===== config.mk =====
export PLATFORM = sky130hd
export DESIGN_NAME = br_resolve
export DESIGN_NICKNAME = d
export VERILOG_FILES = /design/src/rtl/br_resolve_pkg.sv /design/src/rtl/br_fifo.sv /design/src/rtl/br_resolve.sv
export SDC_FILE = /design/constraint.sdc
export NUM_CORES = 1
export LEC_CHECK = 0
export ABC_AREA = 1
export BUFFER_PORTS_ARGS = -buffer_cell sky130_fd_sc_hd__buf_4
export CORE_ASPECT_RATIO = 1.5
export CORE_MARGIN = 3
export CORE_UTILIZATION = 28
export CTS_CLUSTER_SIZE = 28
export DETAILED_ROUTE_END_ITERATION = 12
export SLEW_MARGIN = 10
export SYNTH_ARGS = -nofsm -noshare
export SYNTH_HDL_FRONTEND = slang
export SYNTH_HIERARCHICAL = 1
export SYNTH_SLANG_ARGS = --single-unit

===== constraint.sdc =====
create_clock -name clk -period 4.5 [get_ports clk]
set_input_delay 0.225 -clock clk [delete_from_list [all_inputs] [get_ports clk]]
set_output_delay 0.225 -clock clk [all_outputs]
set_load 0.02 [all_outputs]

===== src/rtl/br_resolve_pkg.sv =====
// Shared branch-queue types: FSM encodings and entry layout,
// also used by the predictor side.
package br_resolve_pkg;

   localparam int unsigned ADDR_W = 32;
   localparam int unsigned TGT_W  = 32;

   typedef enum logic {
      S_NORMAL = 1'b0,
      S_FLUSH  = 1'b1
   } br_state_e;

   typedef struct packed {
      logic [ADDR_W-1:0] addr;
      logic              hit;
      logic [TGT_W-1:0]  target;
   } br_entry_t;

   function automatic logic [TGT_W-1:0] word_align(
      input logic [TGT_W-1:0] a
   );
      return {a[TGT_W-1:2], 2'b00};
   endfunction

endpackage


===== src/rtl/br_fifo.sv =====
// In-order queue of predicted branches; head is visible combinationally,
// clear_i empties the queue and wins over push/pop.
module br_fifo
   import br_resolve_pkg::*;
#(
   parameter int unsigned DEPTH_BIT = 2
) (
   input  logic      clk,
   input  logic      rst,
   input  logic      push_i,
   input  br_entry_t wdata_i,
   input  logic      pop_i,
   input  logic      clear_i,
   output br_entry_t rdata_o,
   output logic      full_o,
   output logic      empty_o
);

   localparam int unsigned DEPTH = 1 << DEPTH_BIT;
   localparam int unsigned CNT_W = DEPTH_BIT + 1;

   br_entry_t            mem_q [DEPTH];
   logic [DEPTH_BIT-1:0] head_q, head_d;
   logic [DEPTH_BIT-1:0] tail_q, tail_d;
   logic [CNT_W-1:0]     cnt_q, cnt_d;

   assign full_o  = (cnt_q == CNT_W'(DEPTH));
   assign empty_o = (cnt_q == '0);
   assign rdata_o = mem_q[head_q];

   always_comb begin
      head_d = head_q;
      tail_d = tail_q;
      cnt_d  = cnt_q;
      if (clear_i) begin
         head_d = '0;
         tail_d = '0;
         cnt_d  = '0;
      end else begin
         if (push_i) tail_d = tail_q + 1'b1;
         if (pop_i)  head_d = head_q + 1'b1;
         if (push_i && !pop_i)      cnt_d = cnt_q + 1'b1;
         else if (pop_i && !push_i) cnt_d = cnt_q - 1'b1;
      end
   end

   always_ff @(posedge clk) begin
      if (rst) begin
         head_q <= '0;
         tail_q <= '0;
         cnt_q  <= '0;
      end else begin
         head_q <= head_d;
         tail_q <= tail_d;
         cnt_q  <= cnt_d;
      end
   end

   always_ff @(posedge clk) begin
      if (push_i) mem_q[tail_q] <= wdata_i;
   end

endmodule


===== src/rtl/br_resolve.sv =====
// Branch resolution: compares the oldest prediction with the actual
// outcome, updates the predictor and redirects fetch on a mispredict.
module br_resolve
   import br_resolve_pkg::*;
#(
   parameter int unsigned NUM_DEPTH_BIT = 2
) (
   input  logic        clk,
   input  logic        rst,
   input  logic        PushValid_i,
   input  logic [31:0] PushAddr_i,
   input  logic        PushHit_i,
   input  logic [31:0] PushTarget_i,
   output logic        Full_o,
   output logic        Empty_o,
   input  logic        ResValid_i,
   input  logic        ResTaken_i,
   input  logic [31:0] ResTarget_i,
   output logic        Redirect_o,
   output logic [31:0] RedirectPc_o,
   output logic        WriteValid_o,
   output logic        BranchTaken_o,
   output logic [31:0] WriteAddr_o,
   output logic [31:0] WriteTarget_o,
   output logic [15:0] MissCount_o
);

   br_state_e   state_q;
   br_entry_t   head;
   br_entry_t   push_ent;
   logic        push_ok, pop_ok, miss;
   logic        wr_valid_q, redir_q, taken_q;
   logic [31:0] waddr_q, wtgt_q, rpc_q;
   logic [15:0] miss_q, miss_d;

   assign push_ent = '{addr: PushAddr_i, hit: PushHit_i,
                       target: PushTarget_i};

   assign push_ok = PushValid_i && !Full_o && (state_q == S_NORMAL);
   assign pop_ok  = ResValid_i && !Empty_o && (state_q == S_NORMAL);

   // Only bits [31:2] of a target matter; targets are word aligned.
   assign miss = pop_ok &&
      ((head.hit != ResTaken_i) ||
       (head.hit && ResTaken_i &&
        (head.target[31:2] != ResTarget_i[31:2])));

   assign miss_d = (miss && (miss_q != 16'hFFFF)) ? miss_q + 16'd1
                                                  : miss_q;

   br_fifo #(.DEPTH_BIT(NUM_DEPTH_BIT)) u_fifo (
      .clk     (clk),
      .rst     (rst),
      .push_i  (push_ok),
      .wdata_i (push_ent),
      .pop_i   (pop_ok),
      .clear_i (miss),
      .rdata_o (head),
      .full_o  (Full_o),
      .empty_o (Empty_o)
   );

   always_ff @(posedge clk) begin
      if (rst) begin
         state_q    <= S_NORMAL;
         wr_valid_q <= 1'b0;
         redir_q    <= 1'b0;
         taken_q    <= 1'b0;
         waddr_q    <= '0;
         wtgt_q     <= '0;
         rpc_q      <= '0;
         miss_q     <= '0;
      end else begin
         wr_valid_q <= pop_ok;
         redir_q    <= miss;
         miss_q     <= miss_d;
         if (pop_ok) begin
            taken_q <= ResTaken_i;
            waddr_q <= head.addr;
            wtgt_q  <= word_align(ResTarget_i);
            rpc_q   <= ResTaken_i ? word_align(ResTarget_i)
                                  : head.addr + 32'd4;
         end
         unique case (state_q)
            S_NORMAL: if (miss) state_q <= S_FLUSH;
            S_FLUSH:  state_q <= S_NORMAL;
         endcase
      end
   end

   assign WriteValid_o  = wr_valid_q;
   assign Redirect_o    = redir_q;
   assign BranchTaken_o = taken_q;
   assign WriteAddr_o   = waddr_q;
   assign WriteTarget_o = wtgt_q;
   assign RedirectPc_o  = rpc_q;
   assign MissCount_o   = miss_q;

endmodule

==> results of run 1 <==
power by group through the flow:
stage / clock [mW] / combinational, mW / sequential (mW)
6_report: 3.45 / 4.14 / 4.67
5_1_grt: 3.67 / 4.52 / 4.73
4_1_cts: 3.55 / 4.17 / 4.67
3_5_place_dp: 0 / 4.10 / 4.74
3_3_place_gp: 0 / 4.02 / 4.72
2_1_floorplan: 0 / 2.25 / 5.05
what timing repair did:
action                                 CTS  global route
setup buffers                            0             0
endpoints found under the hold margin  277             0
hold buffers                            86             0
worst min-delay path, stage by stage:
cell	delay [ps]
buf_4	150
o21ai_0	90
nor2_1	80
layer usage:
layer | wire (µm) | up-vias | part of all wire [%] | GRT usage (%)
met5 | 0 | - | 0 | 0
met3 | 3344 | 78 | 6.8 | 3.807
met2 | 24990 | 389 | 51 | 28.87
met1 | 18720 | 5722 | 38 | 18.47
met4 | 1839 | 0 | 3.8 | 6.217
li1 | - | 5738 | - | -
worst min path at each step:
stage                          endpoint  cells past startpoint
finish                WriteTarget_o[12]                      3
global route          WriteTarget_o[12]                      3
CTS                   WriteTarget_o[12]                      3
detailed placement             register                      1
global placement    u_fifo/mem_q[3][17]                      1
floorplan           u_fifo/mem_q[0][10]                      0
per-stage QoR:
stage / worst slack, ps / std cells / instance area [µm²]
after floorplan: 1752 / 1498 / 15750
after global placement: 1127 / 2343 / 17960
after detailed placement: 1122 / 2343 / 17960
after CTS: 1120 / 2501 / 20200
after global routing: 818.0 / 2502 / 20200
final: 1162 / 2503 / 20210
sequential cells by signal (all words and copies together) (netlist names), named ones only:
register       cells
u_fifo/mem_q     252
u_fifo/cnt_q       3
u_fifo/head_q      2
u_fifo/tail_q      2
state_q            1
WriteTarget_o     30
WriteAddr_o       32
BranchTaken_o      1
WriteValid_o       1
RedirectPc_o      32
MissCount_o       16
Redirect_o         1
area by class of cell:
| cell class | instances | area share (%) |
|---|---|---|
| Tap cell | 695 | 4.304 |
| Antenna cell | 2 | 0.02477 |
| Inverter | 92 | 1.765 |
| Timing Repair Buffer | 324 | 13.23 |
| Sequential cell | 375 | 49.66 |
| Clock buffer | 53 | 5.604 |
| Clock inverter | 19 | 1.208 |
| Multi-Input combinational cell | 943 | 24.21 |
==> key figures, run 1 <==
Global routing
  – Gr ovfl total: 0
  – Initial antenna violation count: 1
  – Largest net degree at the start of global routing: 84
  – Vias in the first global route: 11750
  – Gr usage total: 16.09%
  – First-pass GRT wire length: 71380 µm

Floorplanning
  – Die ar.: 59190 µm²
  – Starting Density: 28.54%
  – Die Wd: 199.6 µm
  – Row count: 105
  – Die height: 296.5 µm
  – Core box area: 55180 µm²
  – Ports: 219

Critical path
  – Worst-path cell chain: inv_2 -> buf_4 -> o21ai_1 -> o22ai_1 -> ha_1 -> nand2_1 -> inv_1 -> nand2_2 -> nor2_4 -> nand2_4 -> nor2_8 -> nand2_4 -> o21ai_0 -> nand3_1 -> nand2_1 -> a21oi_1
  – Slowest stage delay, CP: 510 ps
  – Worst EP arrival: 3760 ps
  – Startpoint Class: register
  – Worst path depth: 16
  – Worst r2r dst: RedirectPc_o[24]
  – Slowest cell on the critical path: inv_2
  – Critical path class: reg -> reg
  – Crit path max-delay family: buffers and inverters
  – Worst setup EP type: register
  – Worst R2R Path Depth: 16
  – Worst Path Max Fanout: 31
  – Setup crit end: RedirectPc_o[24]
  – Worst path required time: 4920 ps
  – Internal reg-to-reg setup slack: 1160 ps
  – Buf+Inv Stages, Crit Path: 3

Finish
  – Multi-input logic area: 4891 µm²
  – Sequential cell area: 10030 µm²
  – Most common cell after layout, fill and taps aside: nor2_1
  – Most frequent cells in the layout: 253 x nor2_1, 252 x edfxtp_1, 236 x buf_4, 168 x o21ai_0, 163 x nand2_1
  – Nets: 1886
  – Layout cells sized above 1: 20.87%
  – Fill count: 5483
  – Area growth, synth to finish: 28.30%
  – Final core utilization: 36.62%

Timing
  – Worst-margin pin slew: 1002 ps
  – Final setup violation count: 0
  – Clk_skew: 19.83 ps
  – RSZ-0062 raised after global routing: no
  – Tmin final: 3338 ps
  – Max Clk Rate: 299.6 MHz
  – Setup_tns: 0 ps
  – Tightest hold margin: 35.59 ps
  – Final hold viol count: 0
  – Final period util: 74.17%
  – Slew Limit Fails: 0
  – Slew HR: 33.10%

Route
  – Total routed wirelength: 48900 µm
  – Final ANT Viol Nets: 0
  – DRT Pass-1 Iters: 5
  – Vias per inst: 4.765
  – # DRC: 0
  – DRT iter0 DRCs: 700
  – Vias: 11930
  – DR WL/cell: 19.54 µm

Outcome
  – Status: complete, no violations

Clock network
  – Worst skew pair latency: 560 ps
  – Worst-path clk slew: 60 ps
  – CTS HTree Levels: 2
  – Clock sinks: 375
  – Cts repair resizes: 0
  – Max clock buf depth: 3
  – TritonCTS clock tree: built
  – TritonCTS buffer count: 39
  – Root buffer cell: clkbuf_16

Synthesis
  – Mapped Cells: 1497
  – Syn_area_per_cell: 10.52 µm²
  – Warnings, synthesis: 6
  – Area of the mapped netlist: 15750 µm²

Place
  – Post-DP HPWL: 33240 µm
  – Number of I/O port buffers: 212
  – GPL Wtd Cong: 0.8822

Power and ir drop
  – Power density over the cells: 606.7 nW/µm²
  – Comb power frac: 33.7%
  – Total power: 12.26 mW
  – Flop pwr share: 38.1%
  – Clock share of power: 28.2%
  – Maximum vdd drop: 0.0003258 V
  – Leakage: 7.755 nW
  – Cell internal pwr: 7.807 mW
  – Psw: 4.451 mW
  – Switching share of power: 36.31%

Hold path
  – Hold_sp: ResTarget_i[12]
  – Path type of the worst min-delay path: in -> reg

Flow run
  – Max-cap violations: 0
No activity file was read; power rests on OpenSTA's default activity.
==> run 2, diff against run 1 <==
==> constraint.sdc (replaced) <==
create_clock -name clk -period 2.7 [get_ports clk]
set_input_delay 0.135 -clock clk [delete_from_list [all_inputs] [get_ports clk]]
set_output_delay 0.135 -clock clk [all_outputs]
set_load 0.02 [all_outputs]
==> run 2 against run 1 <==
Effect of this change:
- the run now ends with hold timing left
- sequential power grew 67%
- total power grew 75%
- via count grew 4.1%
- clock power grew 56%
- non-clock buffer count grew 87
- utilization grew 2.0 points
- maximum frequency grew 31%
- setup slack lost 1000 ps
- register-to-register slack lost 1000 ps
- die area is the same
- worst hold slack lost 43 ps
- largest power group is now combinational logic
==> key figures, run 2 (synthesized netlist as in run 1, its figures left out) <==
Place
  – GPL Wtd Cong: 0.8406 (-4.7%)
  – Number of I/O port buffers: 212 (unchanged)
  – Placed Instances: 2408 (+2.8%)
  – Post-DP HPWL: 34170 µm (+2.8%)

Hold path
  – Path type of the worst min-delay path: in -> reg

Floorplanning
  – Row count: 105 (unchanged)
  – Die height: 296.5 µm (unchanged)
  – Die ar.: 59190 µm² (unchanged)
  – Ports: 219 (unchanged)
  – Starting Density: 28.54% (unchanged)
  – Die Wd: 199.6 µm (unchanged)
  – Core box area: 55180 µm² (unchanged)

Clock network
  – Clock sinks: 375 (unchanged)
  – Max clock buf depth: 3 (unchanged)
  – CTS HTree Levels: 2 (unchanged)
  – Worst-path clk slew: 60 ps (about the same)
  – TritonCTS clock tree: built
  – Worst skew pair latency: 570 ps (about the same)
  – Root buffer cell: clkbuf_16
  – TritonCTS buffer count: 39 (unchanged)

Timing
  – Tightest hold margin: -7.757 ps (-43.34 ps)
  – Final setup violation count: 0 (unchanged)
  – Slew Limit Fails: 0 (unchanged)
  – Max Clk Rate: 391.4 MHz (+31%)
  – Tmin final: 2555 ps (-782.7 ps)
  – Final hold viol count: 1 (+1)
  – Slew HR: 33.90% (+0.80 points)
  – Final period util: 94.63% (+20 points)
  – Clk_skew: 34.68 ps (+14.84 ps)
  – Setup_tns: 0 ps (unchanged)
  – RSZ-0062 raised after global routing: yes
  – Worst-margin pin slew: 990.4 ps (-11.98 ps)

Route
  – DRT Pass-1 Iters: 5 (unchanged)
  – # DRC: 0 (unchanged)
  – Vias per inst: 4.794 (+0.60%)
  – DR WL/cell: 19.54 µm (about the same)
  – Final ANT Viol Nets: 0 (unchanged)
  – Vias: 12410 (+4.1%)
  – Total routed wirelength: 50590 µm (+3.5%)
  – DRT iter0 DRCs: 720 (+2.9%)

Global routing
  – Gr ovfl total: 0 (unchanged)
  – Gr usage total: 16.44% (+0.35 points)
  – First-pass GRT wire length: 73230 µm (+2.6%)
  – Initial antenna violation count: 3 (+2)
  – Vias in the first global route: 12220 (+4.0%)
  – Largest net degree at the start of global routing: 79 (-6.0%)

Power and ir drop
  – Maximum vdd drop: 0.0005713 V (+75%)
  – Clock share of power: 25.1% (-3.1 points)
  – Comb power frac: 38.5% (+4.8 points)
  – Cell internal pwr: 13.73 mW (+76%)
  – Flop pwr share: 36.4% (-1.7 points)
  – Psw: 7.679 mW (+73%)
  – Leakage: 8.256 nW (+6.5%)
  – Switching share of power: 35.87% (-0.44 points)
  – Power density over the cells: 1005 nW/µm² (+66%)

Critical path
  – Worst setup EP type: register
  – Worst-path cell chain: clkinv_8 -> buf_12 -> buf_16 -> nor2_1 -> o22ai_2 -> ha_2 -> nand2_1 -> inv_1 -> nand2_2 -> nor2_4 -> nand2_4 -> nor2_8 -> nand2_4 -> o21ai_2 -> nand3_2 -> nand2_2 -> a21oi_1
  – Worst EP arrival: 2970 ps (-790 ps)
  – Worst path required time: 3120 ps (-1800 ps)
  – Startpoint Class: register
  – Worst Path Max Fanout: 13 (-58%)
  – Slowest cell on the critical path: dfxtp_4
  – Critical path class: reg -> reg
  – Slowest stage delay, CP: 410 ps (-100 ps)
  – Internal reg-to-reg setup slack: 150 ps (-1020 ps)

Finish
  – Top reg by flops: u_fifo/mem_q
  – Number of flip-flops under the largest register name: 252 (unchanged)
  – Nets: 1973 (+4.6%)
  – Most frequent cells in the layout: 287 x buf_4, 252 x edfxtp_1, 248 x nor2_1, 159 x nand2_1, 157 x o21ai_0
  – Post-Layout Cell Count: 2589 (+3.4%)
  – Layout cells sized above 1: 24.95% (+4.1 points)
  – Most common cell after layout, fill and taps aside: buf_4
  – Area growth, synth to finish: 35.24%

Outcome
  – Status: complete, but fails checks
  – Failing checks: hold timing

Flow run
  – Max-cap violations: 0 (unchanged)
==> run 2: changes by cell type in the layout (fill, tap and decap cells not counted), sizes merged, moves of 3 or more <==
cell / previous run / this run
clkbuf: 53 / 59
inv: 90 / 87
dlygate4sd3: 86 / 90
buf: 238 / 315
clkinvlp: 0 / 4
==> run 2: final timing paths <==
path	start	endpoint	depth (start not counted)
hold reg to reg	u_fifo/head_q[1]	register	1
setup reg to reg	register	RedirectPc_o[26]	17
hold / removal	ResTarget_i[20]	WriteTarget_o[20]	3
setup / recovery	register	RedirectPc_o[26]	17
==> run 2: final cells by class <==
class                           instances  area [µm²]
Sequential cell                       375       10030
Inverter                               92       375.4
Timing Repair Buffer                  411        3749
Tap cell                              695       869.6
Clock inverter                         18       214.0
Multi-Input combinational cell        943        4992
Clock buffer                           53        1060
Fill cell                            5393       33880
Antenna cell                            2       5.005
==> run 2: power by group through the flow <==
stage	combinational (mW)	sequential [mW]	clock [mW]
2_1_floorplan	3.77	8.40	0
3_3_place_gp	7.45	7.84	0
3_5_place_dp	7.58	7.88	0
4_1_cts	7.80	7.77	5.51
5_1_grt	8.93	7.88	5.78
6_report	8.24	7.78	5.38
==> run 2: what timing repair did <==
item | in CTS | in global routing
cloned | 1 | 6
buffers inserted | 0 | 11
setup endpoints to repair | 7 | 25
gates resized for setup | 4 | 44
pin swaps | 0 | 15
hold endpoints to repair | 294 | 0
hold buffers | 90 | 0
==> run 2: metrics by stage <==
stage | setup WS [ps] | utilization (%) | hold WS [ps] | power [mW] | area (µm²)
final | 145.1 | 38.60 | -7.757 | 21.41 | 21300
after global routing | -34.07 | 38.60 | 0.2141 | 22.59 | 21300
after CTS | 4.397 | 37.85 | 5.656 | 21.08 | 20890
after detailed placement | -44.98 | 33.82 | 336.8 | 15.47 | 18660
after global placement | 15.32 | 33.82 | 333.8 | 15.29 | 18660
after floorplan | 64.56 | - | 233.9 | 12.17 | 15770
==> run 2: layer usage <==
layer	vias to the layer above	routed length, µm	track usage (%)	share of wire, %
met4	2	2927	8.499	5.8
met3	115	3398	3.603	6.7
met5	-	13	0	0.026
met1	5963	19270	19.14	38
li1	5915	-	-	-
met2	416	24980	28.35	49
==> run 2: critical path: cells and delay by family, from the launching register on <==
family | cells | cell delay [ps]
DFF | 1 | 410
AOI/OAI and AO/OA | 3 | 400
adders and majority gates | 1 | 210
and+or+nand+nor | 9 | 940
buffers and inverters | 4 | 440
